File: config.mk
export PLATFORM = sky130hd
export DESIGN_NAME = spram_loader_arb_flat
export DESIGN_NICKNAME = d
export VERILOG_FILES = /design/src/rtl/spram_loader_arb_if.sv /design/src/rtl/spram_loader_arb.sv /design/src/flat_wrapper.sv
export SDC_FILE = /design/constraint.sdc
export NUM_CORES = 1
export LEC_CHECK = 0
export ABC_CLOCK_PERIOD_IN_PS = 5600
export BUFFER_PORTS_ARGS = -buffer_cell sky130_fd_sc_hd__buf_2
export CORE_MARGIN = 2
export CORE_UTILIZATION = 30
export DETAILED_ROUTE_END_ITERATION = 12
export PLACE_DENSITY = 0.57
export SLEW_MARGIN = 25
export SYNTH_ARGS = -nofsm -noshare
export SYNTH_HDL_FRONTEND = slang
export SYNTH_SLANG_ARGS = --single-unit
export TNS_END_PERCENT = 10
File: constraint.sdc
create_clock -name clk -period 5.6 [get_ports clk]
set_input_delay 0 -clock clk [delete_from_list [all_inputs] [get_ports clk]]
set_output_delay 0 -clock clk [all_outputs]
set_load 0.01 [all_outputs]
File: src/rtl/spram_loader_arb_if.sv
// Bus bundle between spram_loader_arb and its surroundings.
// Groups the load control, the 8-bit byte stream, the client port and the spram
// drive signals. The 'slave' modport is the arbiter's view; the 'master' modport
// is the view of the environment (bridge, client and RAM).
//  start/base_addr/len/busy/done : load control and status
//  s_valid/s_data/s_ready        : byte stream handshake
//  c_req/c_we/c_addr/c_di        : client request
//  c_gnt/c_rvalid/c_rdata        : client response
//  ram_ce/ram_we/ram_addr/ram_di : spram inputs
//  ram_do                        : spram read data
interface spram_loader_arb_if #(
   parameter int unsigned aw = 10,
   parameter int unsigned dw = 32
);
   logic          start;
   logic [aw-1:0] base_addr;
   logic [aw:0]   len;
   logic          busy;
   logic          done;

   logic          s_valid;
   logic [7:0]    s_data;
   logic          s_ready;

   logic          c_req;
   logic          c_we;
   logic [aw-1:0] c_addr;
   logic [dw-1:0] c_di;
   logic          c_gnt;
   logic          c_rvalid;
   logic [dw-1:0] c_rdata;

   logic          ram_ce;
   logic          ram_we;
   logic [aw-1:0] ram_addr;
   logic [dw-1:0] ram_di;
   logic [dw-1:0] ram_do;

   modport slave (
      input  start, base_addr, len, s_valid, s_data,
      input  c_req, c_we, c_addr, c_di, ram_do,
      output busy, done, s_ready, c_gnt, c_rvalid, c_rdata,
      output ram_ce, ram_we, ram_addr, ram_di
   );

   modport master (
      output start, base_addr, len, s_valid, s_data,
      output c_req, c_we, c_addr, c_di, ram_do,
      input  busy, done, s_ready, c_gnt, c_rvalid, c_rdata,
      input  ram_ce, ram_we, ram_addr, ram_di
   );
endinterface

File: src/rtl/spram_loader_arb.sv
// Front end for one spram instance.
// Packs an 8-bit valid/ready byte stream into dw-bit little-endian words written to
// consecutive RAM addresses (wrapping modulo 2^aw), and arbitrates that loader against
// a single client port. The loader owns the RAM while busy; the client is granted only
// when the loader is idle or signalling completion. Client reads return one cycle
// after the grant, following the spram read latency.
//  clk  : clock, rising edge
//  rst  : synchronous reset, active high
//  bus  : spram_loader_arb_if.slave (load control, byte stream, client port, spram drive)
module spram_loader_arb #(
   parameter int unsigned aw = 10,
   parameter int unsigned dw = 32
) (
   input  logic               clk,
   input  logic               rst,
   spram_loader_arb_if.slave  bus
);

   localparam int unsigned nb = dw / 8;
   localparam int unsigned bw = (nb > 1) ? $clog2(nb) : 1;
   localparam int unsigned cw = aw + 1;

   typedef enum logic [1:0] {
      IDLE,
      LOAD,
      WRITE,
      DONE
   } state_t;

   state_t        state;
   state_t        state_nx;

   logic [aw-1:0] base_q;
   logic [cw-1:0] len_q;
   logic [cw-1:0] wcnt;
   logic [cw-1:0] wcnt_inc;
   logic [bw-1:0] bcnt;
   logic [dw-1:0] pack;

   logic          busy_q;
   logic          done_q;
   logic          s_ready_q;
   logic          c_rvalid_q;

   logic          byte_acc;
   logic          last_byte;
   logic          gnt;

   // Stream handshake and word bookkeeping
   assign byte_acc  = bus.s_valid & s_ready_q;
   assign last_byte = (bcnt == bw'(nb - 1));
   assign wcnt_inc  = wcnt + cw'(1);

   // Client may only use the RAM when the loader is not driving it
   assign gnt = bus.c_req & ((state == IDLE) | (state == DONE));

   // Next-state logic
   always_comb begin
      state_nx = state;
      case (state)
         IDLE:    if (bus.start) state_nx = (bus.len == '0) ? DONE : LOAD;
         LOAD:    if (byte_acc && last_byte) state_nx = WRITE;
         WRITE:   state_nx = (wcnt_inc == len_q) ? DONE : LOAD;
         DONE:    state_nx = IDLE;
         default: state_nx = IDLE;
      endcase
   end

   // RAM port mux: client grant, loader write, or idle
   always_comb begin
      bus.ram_ce   = 1'b0;
      bus.ram_we   = 1'b0;
      bus.ram_addr = bus.c_addr;
      bus.ram_di   = bus.c_di;
      if (gnt) begin
         bus.ram_ce = 1'b1;
         bus.ram_we = bus.c_we;
      end else if (state == WRITE) begin
         bus.ram_ce   = 1'b1;
         bus.ram_we   = 1'b1;
         bus.ram_addr = base_q + wcnt[aw-1:0];
         bus.ram_di   = pack;
      end
   end

   // State register, registered status outputs and datapath
   always_ff @(posedge clk) begin
      if (rst) begin
         state      <= IDLE;
         busy_q     <= 1'b0;
         done_q     <= 1'b0;
         s_ready_q  <= 1'b0;
         c_rvalid_q <= 1'b0;
         base_q     <= '0;
         len_q      <= '0;
         wcnt       <= '0;
         bcnt       <= '0;
         pack       <= '0;
      end else begin
         state      <= state_nx;
         busy_q     <= (state_nx == LOAD) || (state_nx == WRITE);
         done_q     <= (state_nx == DONE);
         s_ready_q  <= (state_nx == LOAD);
         c_rvalid_q <= gnt & ~bus.c_we;
         case (state)
            IDLE: begin
               if (bus.start) begin
                  base_q <= bus.base_addr;
                  len_q  <= bus.len;
                  wcnt   <= '0;
                  bcnt   <= '0;
               end
            end
            LOAD: begin
               if (byte_acc) begin
                  // Byte k of the word lands in lane k (little-endian)
                  for (int unsigned k = 0; k < nb; k++) begin
                     if (bcnt == bw'(k)) pack[8*k +: 8] <= bus.s_data;
                  end
                  bcnt <= last_byte ? '0 : bcnt + bw'(1);
               end
            end
            WRITE:   wcnt <= wcnt_inc;
            default: ;
         endcase
      end
   end

   assign bus.busy     = busy_q;
   assign bus.done     = done_q;
   assign bus.s_ready  = s_ready_q;
   assign bus.c_gnt    = gnt;
   assign bus.c_rvalid = c_rvalid_q;
   assign bus.c_rdata  = bus.ram_do;

endmodule

File: src/flat_wrapper.sv
// flat-port wrapper written by rule: the top's interface ports become plain ports
module spram_loader_arb_flat 
#(
   parameter int unsigned aw = 10,
   parameter int unsigned dw = 32
)
  (clk, rst, bus_start, bus_base_addr, bus_len, bus_s_valid, bus_s_data, bus_c_req, bus_c_we, bus_c_addr, bus_c_di, bus_ram_do, bus_busy, bus_done, bus_s_ready, bus_c_gnt, bus_c_rvalid, bus_c_rdata, bus_ram_ce, bus_ram_we, bus_ram_addr, bus_ram_di);
  spram_loader_arb_if #(.aw(aw), .dw(dw)) bus_i ();
  input  logic clk;
  input  logic rst;
  input wire logic [$bits(bus_i.start)-1:0] bus_start;
  input wire logic [$bits(bus_i.base_addr)-1:0] bus_base_addr;
  input wire logic [$bits(bus_i.len)-1:0] bus_len;
  input wire logic [$bits(bus_i.s_valid)-1:0] bus_s_valid;
  input wire logic [$bits(bus_i.s_data)-1:0] bus_s_data;
  input wire logic [$bits(bus_i.c_req)-1:0] bus_c_req;
  input wire logic [$bits(bus_i.c_we)-1:0] bus_c_we;
  input wire logic [$bits(bus_i.c_addr)-1:0] bus_c_addr;
  input wire logic [$bits(bus_i.c_di)-1:0] bus_c_di;
  input wire logic [$bits(bus_i.ram_do)-1:0] bus_ram_do;
  output wire logic [$bits(bus_i.busy)-1:0] bus_busy;
  output wire logic [$bits(bus_i.done)-1:0] bus_done;
  output wire logic [$bits(bus_i.s_ready)-1:0] bus_s_ready;
  output wire logic [$bits(bus_i.c_gnt)-1:0] bus_c_gnt;
  output wire logic [$bits(bus_i.c_rvalid)-1:0] bus_c_rvalid;
  output wire logic [$bits(bus_i.c_rdata)-1:0] bus_c_rdata;
  output wire logic [$bits(bus_i.ram_ce)-1:0] bus_ram_ce;
  output wire logic [$bits(bus_i.ram_we)-1:0] bus_ram_we;
  output wire logic [$bits(bus_i.ram_addr)-1:0] bus_ram_addr;
  output wire logic [$bits(bus_i.ram_di)-1:0] bus_ram_di;
  assign bus_i.start = bus_start;
  assign bus_i.base_addr = bus_base_addr;
  assign bus_i.len = bus_len;
  assign bus_i.s_valid = bus_s_valid;
  assign bus_i.s_data = bus_s_data;
  assign bus_i.c_req = bus_c_req;
  assign bus_i.c_we = bus_c_we;
  assign bus_i.c_addr = bus_c_addr;
  assign bus_i.c_di = bus_c_di;
  assign bus_i.ram_do = bus_ram_do;
  assign bus_busy = bus_i.busy;
  assign bus_done = bus_i.done;
  assign bus_s_ready = bus_i.s_ready;
  assign bus_c_gnt = bus_i.c_gnt;
  assign bus_c_rvalid = bus_i.c_rvalid;
  assign bus_c_rdata = bus_i.c_rdata;
  assign bus_ram_ce = bus_i.ram_ce;
  assign bus_ram_we = bus_i.ram_we;
  assign bus_ram_addr = bus_i.ram_addr;
  assign bus_ram_di = bus_i.ram_di;
  spram_loader_arb #(.aw(aw), .dw(dw)) u_core (.clk(clk), .rst(rst), .bus(bus_i));
endmodule
==> results list, run 1 <==
* Status: complete, no violations
- Relative to the synthesized area, the layout overhead comes to 24.7%.
- Setup slack at placement: about 2.8 ns
- Start point of the worst min-delay path: bus_ram_do[10]
- Final layout net count: 790
- Final hold analysis gives a worst-case slack of 0.00000345 ns.
- End point of the worst hold path: bus_c_rdata[10]
- Antenna-violating nets left: 0
- The design draws ~0.0013 W.
- After detailed routing, the average wire length per cell comes to 14.8 um.
* Setup slack on the worst flop-to-flop path: 3.03 ns
- Critical Path Sink Type: output pin
- The startpoint identified for the worst register-to-register timing path is u_core.wcnt[1].
- Of the available clock period, the critical path in the final layout requires between 40% and 50%.
* Total of fill cells in the finished design: 1458
- Total of hold buffers inserted after clock tree synthesis: 30
- Clock Skew: 0.00670 ns
- Share of synthesized area occupied by flip-flops and latches: 32.5%
- CTS saw 72 sinks.
- Number of warning messages in the yosys log: 0
* CP top delay family: simple AND/OR/NAND/NOR gates
- Setup total negative slack on the finished layout was measured at 0 ns.
- After clock tree synthesis, the repair step resized 0 gates.
* GRT overflow: 0
* Placed wire-length estimate: a little over 9000 um
- In the synthesized netlist the async set-or-reset flop fraction comes to 0%.
- The final hold violation count is 0.
* Via count of the routed design: 4166
- Setup violations remaining at the end of the flow were counted as 0.
- Of the total power, combinational logic draws 14.5%.
- Lkg Pwr: 2.29 nW
- Cell row count: 44
- The cell sitting at the root of the clock tree is a sky130_fd_sc_hd__clkbuf_16.
- Effective utilization at floorplan: 30.6%
* Number of enable-type register cells in the synthesized netlist: 0
- The setup path with the least slack is of type reg -> out.
- The min-delay analysis places its worst path in the category in -> out.
- Measured along the x axis, the die boundary spans 126 um.
- Clock group share of total power: between 40% and 50%
* Slew margin rel.: roughly 46%
- Vias per std cell: 4.90
- IR drop worst, VDD: about 140 uV
* Mapped Area: around 4400 um^2
- Worst Max-Slew Pin Slew: between 0.8 and 0.9 ns
- The clock passes through at most 2 buffers.
- Total GRT Usage: 15.3%
- The number of pins with negative max-slew slack in the final report was 0.
- Hold Crit Depth: 0
- At the worst endpoint, the arrival time is 2.79 ns.
- Total area of sequential cells: 1440 um^2
- Synthesis-stage register bit count: 72
* Reg2reg end: u_core.bus.done
- Vias in the first global route: 3952
- For this run, the share of the core covered by cells in the final layout is around two fifths.
* DR pass1 iterations: 4
- Final routed DRC violation total: 0
* Crit path setup slack, layout: 2.81 ns
* Synth cell types: 54
* Internal power component: 0.000967 W
* Worst-path fanout max: 57
* Post-CTS Repair Setup Buffers: 0
* Slowest cell on crit path: sky130_fd_sc_hd__ha_1
* Critical Path Start Type: flip-flop
- Iter 0 DRT Violations: 335
* Area of the multi-input gates: 2580 um^2
- The repair_antennas step left the layout with diodes totalling 0.
- Number of buffers created by CTS: 9
* Clk Latency, worst-skew pair: between 0.3 and 0.4 ns
- The signal on the critical path passes through inv_1 -> ha_1 -> nand2_4 -> or4_1 -> nand3_1 -> buf_2.
- For this design the total switching power over the nets is around 0.00035 W.
- Pin count of the biggest net entering global routing: 74
- Number of cells produced by synthesis: 559
- Syn Area/Cell: roughly 8 um^2
* Switching part of the total: 26.8%
* Antenna violations before repair: 0
- Pwr per Cell Area: between 200 and 250 nW/um^2
- Core ar.: 14500 um^2
- Wires add up to 12600 um.
* Fraction of final layout cells with drive strength greater than 1: 28.2%
- Port buffering added roughly 130 buffers.
- Post-synth net total: 688
- Clock-pin slew on the worst setup and hold paths: 0.06 ns
* Number of cells traversed by the worst register-to-register path: 8
* Buffers & Inverters on Critical Path: 2
* Max-cap violations: 0
* Setup repair after global routing missed its margin: false
- Final weighted congestion in routability-driven placement: 0.830
- Htree depth: 3
- Main flop type after synthesis: sky130_fd_sc_hd__dfxtp_1
- Tmin final: 2.79 ns
* First-pass GRT wire length: between 15000 and 20000 um
* Req. time, crit path: approximately 5.6 ns
- For this run, the slowest stage of the critical path takes 0.63 ns.
- TritonCTS clock tree: done
- Total Die Area: 15800 um^2
- Measured along the y axis, the die boundary spans 126 um.
- For this run, the top clock speed supported by timing is 359 MHz.
* I/O pin count: 190
* Sequential share of power: 40.9%
-- metrics by stage --
step                      instances  cell area, um^2
after floorplan                 559             4430
after global placement          804             4920
after detailed placement        804             4920
after CTS                       850             5520
after global routing            850             5530
final                           850             5530
-- kinds of logic after synthesis --
kind of cell             after synthesis  share of synthesized area, %
AND/OR/NAND/NOR                      225                          23.5
AO/OA/AOI/OAI                        111                          15.0
buffers and inverters                 74                          9.51
flip-flops                            72                          32.5
multiplexers                          38                          9.65
adder cells (fa/ha/maj)               20                          5.81
XOR/XNOR                              19                          3.92
-- layout by cell type (no fill, tap or decap), drive strengths merged, types with 7 or more instances in the layout --
master	synthesis	final
mux2	38	38
buf	45	128
dlygate4sd3	0	30
xor2	7	7
nand4	7	7
ha	19	19
a21oi	62	62
nor2	26	26
nand2	129	129
nand3	12	12
clkbuf	22	9
nor3b	7	7
inv	7	10
xnor2	12	12
dfxtp	72	72
o21ai	12	12
a22oi	7	7
-- worst max-delay path by stage --
stage                          startpoint         endpoint  cells after the start
after floorplan            u_core.wcnt[0]  u_core.bus.done                      9
after global placement    u_core.state[0]  bus_ram_addr[7]                      6
after detailed placement  u_core.state[0]  bus_ram_addr[6]                      6
after CTS                 u_core.state[0]  bus_ram_addr[6]                      6
after global routing      u_core.state[0]  bus_ram_addr[7]                      6
final                     u_core.state[0]  bus_ram_addr[6]                      6
-- state kept, by name, indices dropped and copies added, names as in the netlist --
| signal | flops |
|---|---|
| u_core.base_q | 10 |
| u_core.bus.done | 1 |
| u_core.pack | 32 |
| u_core.bus.c_rvalid | 1 |
| u_core.state | 2 |
| u_core.len_q | 11 |
| u_core.bus.busy | 1 |
| u_core.wcnt | 11 |
| u_core.bcnt | 2 |
| u_core.bus.s_ready | 1 |
-- layout make-up --
cell class	instances	area share, %
multi-input combinational	413	46.6
sequential	72	26.1
timing repair buffer	158	17.2
tap	184	4.16
clock buffer	9	4.07
clock inverter	7	1.43
inverter	7	0.475
-- cell usage after synthesis, types with 3 or more instances --
library cell	instances	share of area, %
sky130_fd_sc_hd__a211oi_1	4	0.68
sky130_fd_sc_hd__a21o_1	4	0.68
sky130_fd_sc_hd__a21oi_1	62	7.0
sky130_fd_sc_hd__a22oi_1	7	1.2
sky130_fd_sc_hd__and2_1	4	0.56
sky130_fd_sc_hd__buf_1	3	0.25
sky130_fd_sc_hd__buf_2	7	0.79
sky130_fd_sc_hd__buf_4	34	5.8
sky130_fd_sc_hd__clkbuf_1	22	1.9
sky130_fd_sc_hd__dfxtp_1	72	33
sky130_fd_sc_hd__ha_1	19	5.4
sky130_fd_sc_hd__inv_1	7	0.59
sky130_fd_sc_hd__mux2_2	38	9.7
sky130_fd_sc_hd__nand2_1	129	11
sky130_fd_sc_hd__nand2b_1	4	0.56
sky130_fd_sc_hd__nand3_1	12	1.4
sky130_fd_sc_hd__nand4_1	7	0.99
sky130_fd_sc_hd__nor2_1	26	2.2
sky130_fd_sc_hd__nor2b_1	6	0.85
sky130_fd_sc_hd__nor3_1	6	0.68
sky130_fd_sc_hd__nor3b_1	7	1.2
sky130_fd_sc_hd__nor4_1	4	0.56
sky130_fd_sc_hd__nor4b_1	3	0.59
sky130_fd_sc_hd__o21a_1	3	0.51
sky130_fd_sc_hd__o21ai_0	12	1.4
sky130_fd_sc_hd__o31ai_1	3	0.51
sky130_fd_sc_hd__or4_1	5	0.85
sky130_fd_sc_hd__xnor2_1	12	2.4
sky130_fd_sc_hd__xor2_1	6	1.2
-- power groups by stage --
stage                     sequential (W)  clock, W  combinational (W)
after floorplan                 0.000549         0           0.000125
after global placement          0.000552         0           0.000173
after detailed placement        0.000552         0           0.000174
after CTS                       0.000541  0.000603           0.000192
after global routing            0.000543  0.000630           0.000211
final                           0.000541  0.000590           0.000191
-- routing by layer --
metal  vias up  global-route usage, %  wire length [um]
li1       2102                      -                 -
met1      1917                   20.7              5780
met2       135                   24.8              5880
met3        12                   3.21               821
met4         0                   4.31               129
met5         -                      0                 0
No activity file was read; power rests on OpenSTA's default activity.
==> inputs of run 2 (changes only) <==
ABC_CLOCK_PERIOD_IN_PS = 2800   (was 5600)
clock period = 2.8 ns   (was 5.6 ns; I/O delays follow)
==> run 2 against run 1 <==
Against the previous run:
- wire length down 0.99%
- setup slack worse by 2.6 ns
- die area unchanged
- total power up 110%
- cell count up 0.82%
- combinational power up 100%
- sequential share of layout area down 0.36 points
- hold slack unchanged
- critical path depth up 2
- utilization up 0.53 points
- largest cell class unchanged
==> results list, run 2 (synthesis gave the netlist of run 1 again) <==
* Status: complete, no violations
- The internal power of the cells is 0.00203 W (+110%).
- Sum Neg Setup Slack: 0 ns (unchanged)
- The max capacitance violation total came to 0 (unchanged).
* Tightest Hold Check Type: in -> out
- Total GRT Usage: 15.4% (+0.093 points)
- After layout, the worst path uses 93.1% of the clock period.
* Relative contribution of combinational cells to total power: 14.3% (-0.2 points)
- STA classifies the critical path endpoint as a flip-flop.
- Achievable Freq: approximately 380 MHz
- Tmin final: 2.61 ns
- The critical path data required time was 2.99 ns (-2.61 ns).
- Worst Max-Slew Pin Slew: 0.752 ns (-0.0631 ns)
- Cell count along the critical path: 8 (+2)
- In the final layout, the registers with the most flip-flops are u_core.pack x32, u_core.len_q x11, u_core.wcnt x11.
- Pin count of the biggest net entering global routing: 41 (-45%)
- Leaving out fill and tap cells, the most frequent cell in the layout is sky130_fd_sc_hd__nand2_1.
- Clock group share of total power: 46.0% (+1.4 points)
* Routed metal-1 wire length: 5980 um (+3.4%)
- The maximum net fanout on the critical path is 9 (-84%).
- The number of pins with negative max-slew slack in the final report is 0 (unchanged).
- The total via count in the routed design was 4229 (+1.5%).
- Slowest cell on crit path: sky130_fd_sc_hd__or4b_4
- The total placed cells including tap cells is 811 (+0.87%).
- Post-CTS Repair Setup Buffers: 0 (unchanged)
* Clock-pin slew on the worst setup and hold paths: 0.06 ns (about the same)
- Clock root buffer: sky130_fd_sc_hd__clkbuf_16
- Post-detailed-routing wire length: 12500 um (-0.99%)
- The final hold violation count is 0 (unchanged).
- Total Die Area: 15800 um^2 (unchanged)
- Die boundary width: 126 um (unchanged)
* First-pass GRT wire length: 20000 um (+1.3%)
* Die Y-Extent: 126 um (unchanged)
* Post-Layout Cell Count: 857 (+0.82%)
* DR pass1 iterations: 4 (unchanged)
- Traced cell by cell, the critical path runs through ha_1 -> and4_4 -> a2111oi_1 -> or4b_4 -> o211ai_2 -> o21ai_0 -> ha_1 -> nor2b_1.
- The DRC marker count from the first detailed-route iteration is 236 (-30%).
- The clock latency reported for the late side of the worst-skew pair was 0.34 ns (about the same).
* Vias per std cell: 4.93 (+0.68%)
- Setup repair after global routing missed its margin: false
- Setup slack on the worst flop-to-flop path: 0.19 ns (-2.84 ns)
* Cell row count: 44 (unchanged)
- The initial standard-cell utilization of the core came to 30.6% (unchanged).
- Top layer used by detailed routing: met4
- Number of buffer cells added on primary ports: 125 (unchanged)
* Fraction of final layout cells with drive strength greater than 1: 29.1% (+0.90 points)
- The pre-CTS worst setup slack is 0.215 ns (-2.59 ns).
- I/O pin count: 190 (unchanged)
* Metal3 WL: 727 um (-11%)
- Clk sink count: 72 (unchanged)
- Met2 wire len: 5630 um (-4.4%)
* Pwr per Cell Area: 486 nW/um^2 (+100%)
- The number of endpoints failing setup at the final stage came to 0 (unchanged).
- Final routed DRC violation total: 0 (unchanged)
* Number of buffers created by CTS: 9 (unchanged)
- Antenna violations before repair: 0 (unchanged)
- Final weighted congestion in routability-driven placement: 0.865 (+4.1%)
- The half-perimeter wire length of the detailed placement result is 9440 um (+1.6%).
- The average detailed-routed wire length per instance is 14.6 um (-1.8%).
- Final layout net count: 797 (+0.89%)
- Tracing the worst setup path back leads to its startpoint at u_core.wcnt[0].
- The highest cell delay on the worst timing path was 0.55 ns (-0.08 ns).
- The net switching power is 0.000693 W (+95%).
- Largest Register: u_core.pack
- Data arrival time of the worst path: 2.79 ns (about the same)
- The worst register-to-register path begins at u_core.wcnt[0].
- The clock skew after layout was 0.00940 ns (+0.00271 ns).
- The filler cell count was 1490 (+2.2%).
- Buffers & Inverters on Critical Path: 0 (-2)
* Slew margin rel.: 49.9% (+4.3 points)
* Core ar.: 14500 um^2 (unchanged)
* Largest buffer count on any clock path: 2 (unchanged)
- Leading cell types in the layout, fill and taps excluded: sky130_fd_sc_hd__nand2_1 (128), sky130_fd_sc_hd__buf_2 (125), sky130_fd_sc_hd__dfxtp_1 (72)
- The final worst-path setup slack was 0.192 ns (-2.62 ns).
- The number of H-tree branching levels is 3 (unchanged).
- From synthesis to final layout, the design area changed by 26.4%.
* Switching part of the total: 25.5% (-1.4 points)
- Critical Path Start Type: flip-flop
- IR drop worst, VDD: 298 uV (+120%)
* Antenna-violating nets left: 0 (unchanged)
- Reg2reg end: u_core.bus.done
* Lkg Pwr: 2.33 nW (+1.9%)
- TritonCTS clock tree: done
- The overflow left after global routing was 0 (unchanged).
- Sequential share of power: 39.7% (-1.2 points)
* Vias in the first global route: 3954 (+0.051%)
- The number of flip-flops under the largest register name was 32 (unchanged).
- Among the stages of the critical path, the cell type that occurs most often is sky130_fd_sc_hd__ha_1.
- Final antenna diode count: 0 (unchanged)
* Critical path endpoint: u_core.bus.done
- The setup path with the least slack is of type reg -> reg.
- Broken down by cell family, the worst path's largest delay share belongs to simple AND/OR/NAND/NOR gates.
- The cell depth of the worst flop-to-flop path was 8 (unchanged).
run 2: metrics by stage:
step                      utilization [%]  area [um^2]  hold slack [ns]  power, W
after detailed placement             34.3         4970        0.0000686   0.00146
final                                38.7         5600       0.00000345   0.00272
after CTS                            38.7         5600        0.0000686   0.00274
after floorplan                         -         4430           0.0793   0.00135
after global routing                 38.7         5600        0.0000151   0.00284
after global placement               34.3         4970        0.0000686   0.00146
run 2: how the worst min path moves through the flow:
stage	from	endpoint	slack [ns]	cells past startpoint
detailed placement	bus_ram_do[2]	bus_c_rdata[2]	0.00007	0
finish	bus_ram_do[10]	bus_c_rdata[10]	0.000003	0
global route	bus_ram_do[28]	bus_c_rdata[28]	0.00002	0
floorplan	bus_c_we	u_core.bus.c_rvalid	0.08	1
CTS	bus_ram_do[2]	bus_c_rdata[2]	0.00007	0
global placement	bus_ram_do[2]	bus_c_rdata[2]	0.00007	0
run 2: power by group through the flow:
stage | Combinational [W] | Sequential (W) | Clock, W
floorplan | 0.000250 | 0.00110 | 0
global placement | 0.000353 | 0.00110 | 0
detailed placement | 0.000357 | 0.00110 | 0
CTS | 0.000391 | 0.00108 | 0.00127
global route | 0.000433 | 0.00108 | 0.00132
finish | 0.000389 | 0.00108 | 0.00125
run 2: layer usage:
layer | vias up | track usage (%)
li1 | 2119 | -
met1 | 1965 | 21.3
met2 | 130 | 24.0
met3 | 15 | 3.04
met4 | 0 | 5.10
met5 | - | 0
run 2: worst reg2reg max path, cell delays in order (launching register included):
cell and delay, ns:
sky130_fd_sc_hd__dfxtp_1 0.47, sky130_fd_sc_hd__ha_1 0.38, sky130_fd_sc_hd__and4_4 0.31, sky130_fd_sc_hd__a2111oi_1 0.09, sky130_fd_sc_hd__or4b_4 0.55, sky130_fd_sc_hd__o211ai_2 0.23
sky130_fd_sc_hd__o21ai_0 0.11, sky130_fd_sc_hd__ha_1 0.19, sky130_fd_sc_hd__nor2b_1 0.13
run 2: cell type report:
| type | instances | area [um^2] | area share, % |
|---|---|---|---|
| Clock buffer | 9 | 225 | 4.02 |
| Multi-Input combinational cell | 413 | 2580 | 46.0 |
| Timing Repair Buffer | 165 | 1000 | 17.9 |
| Clock inverter | 7 | 101 | 1.81 |
| Tap cell | 184 | 230 | 4.11 |
| Sequential cell | 72 | 1440 | 25.7 |
| Inverter | 7 | 26.3 | 0.469 |
run 2: repair_timing:
action                     in CTS  in global routing
hold buffers                   30                  0
gates resized for setup         0                  2
hold endpoints to repair       54                  0
setup endpoints to repair       0                  1
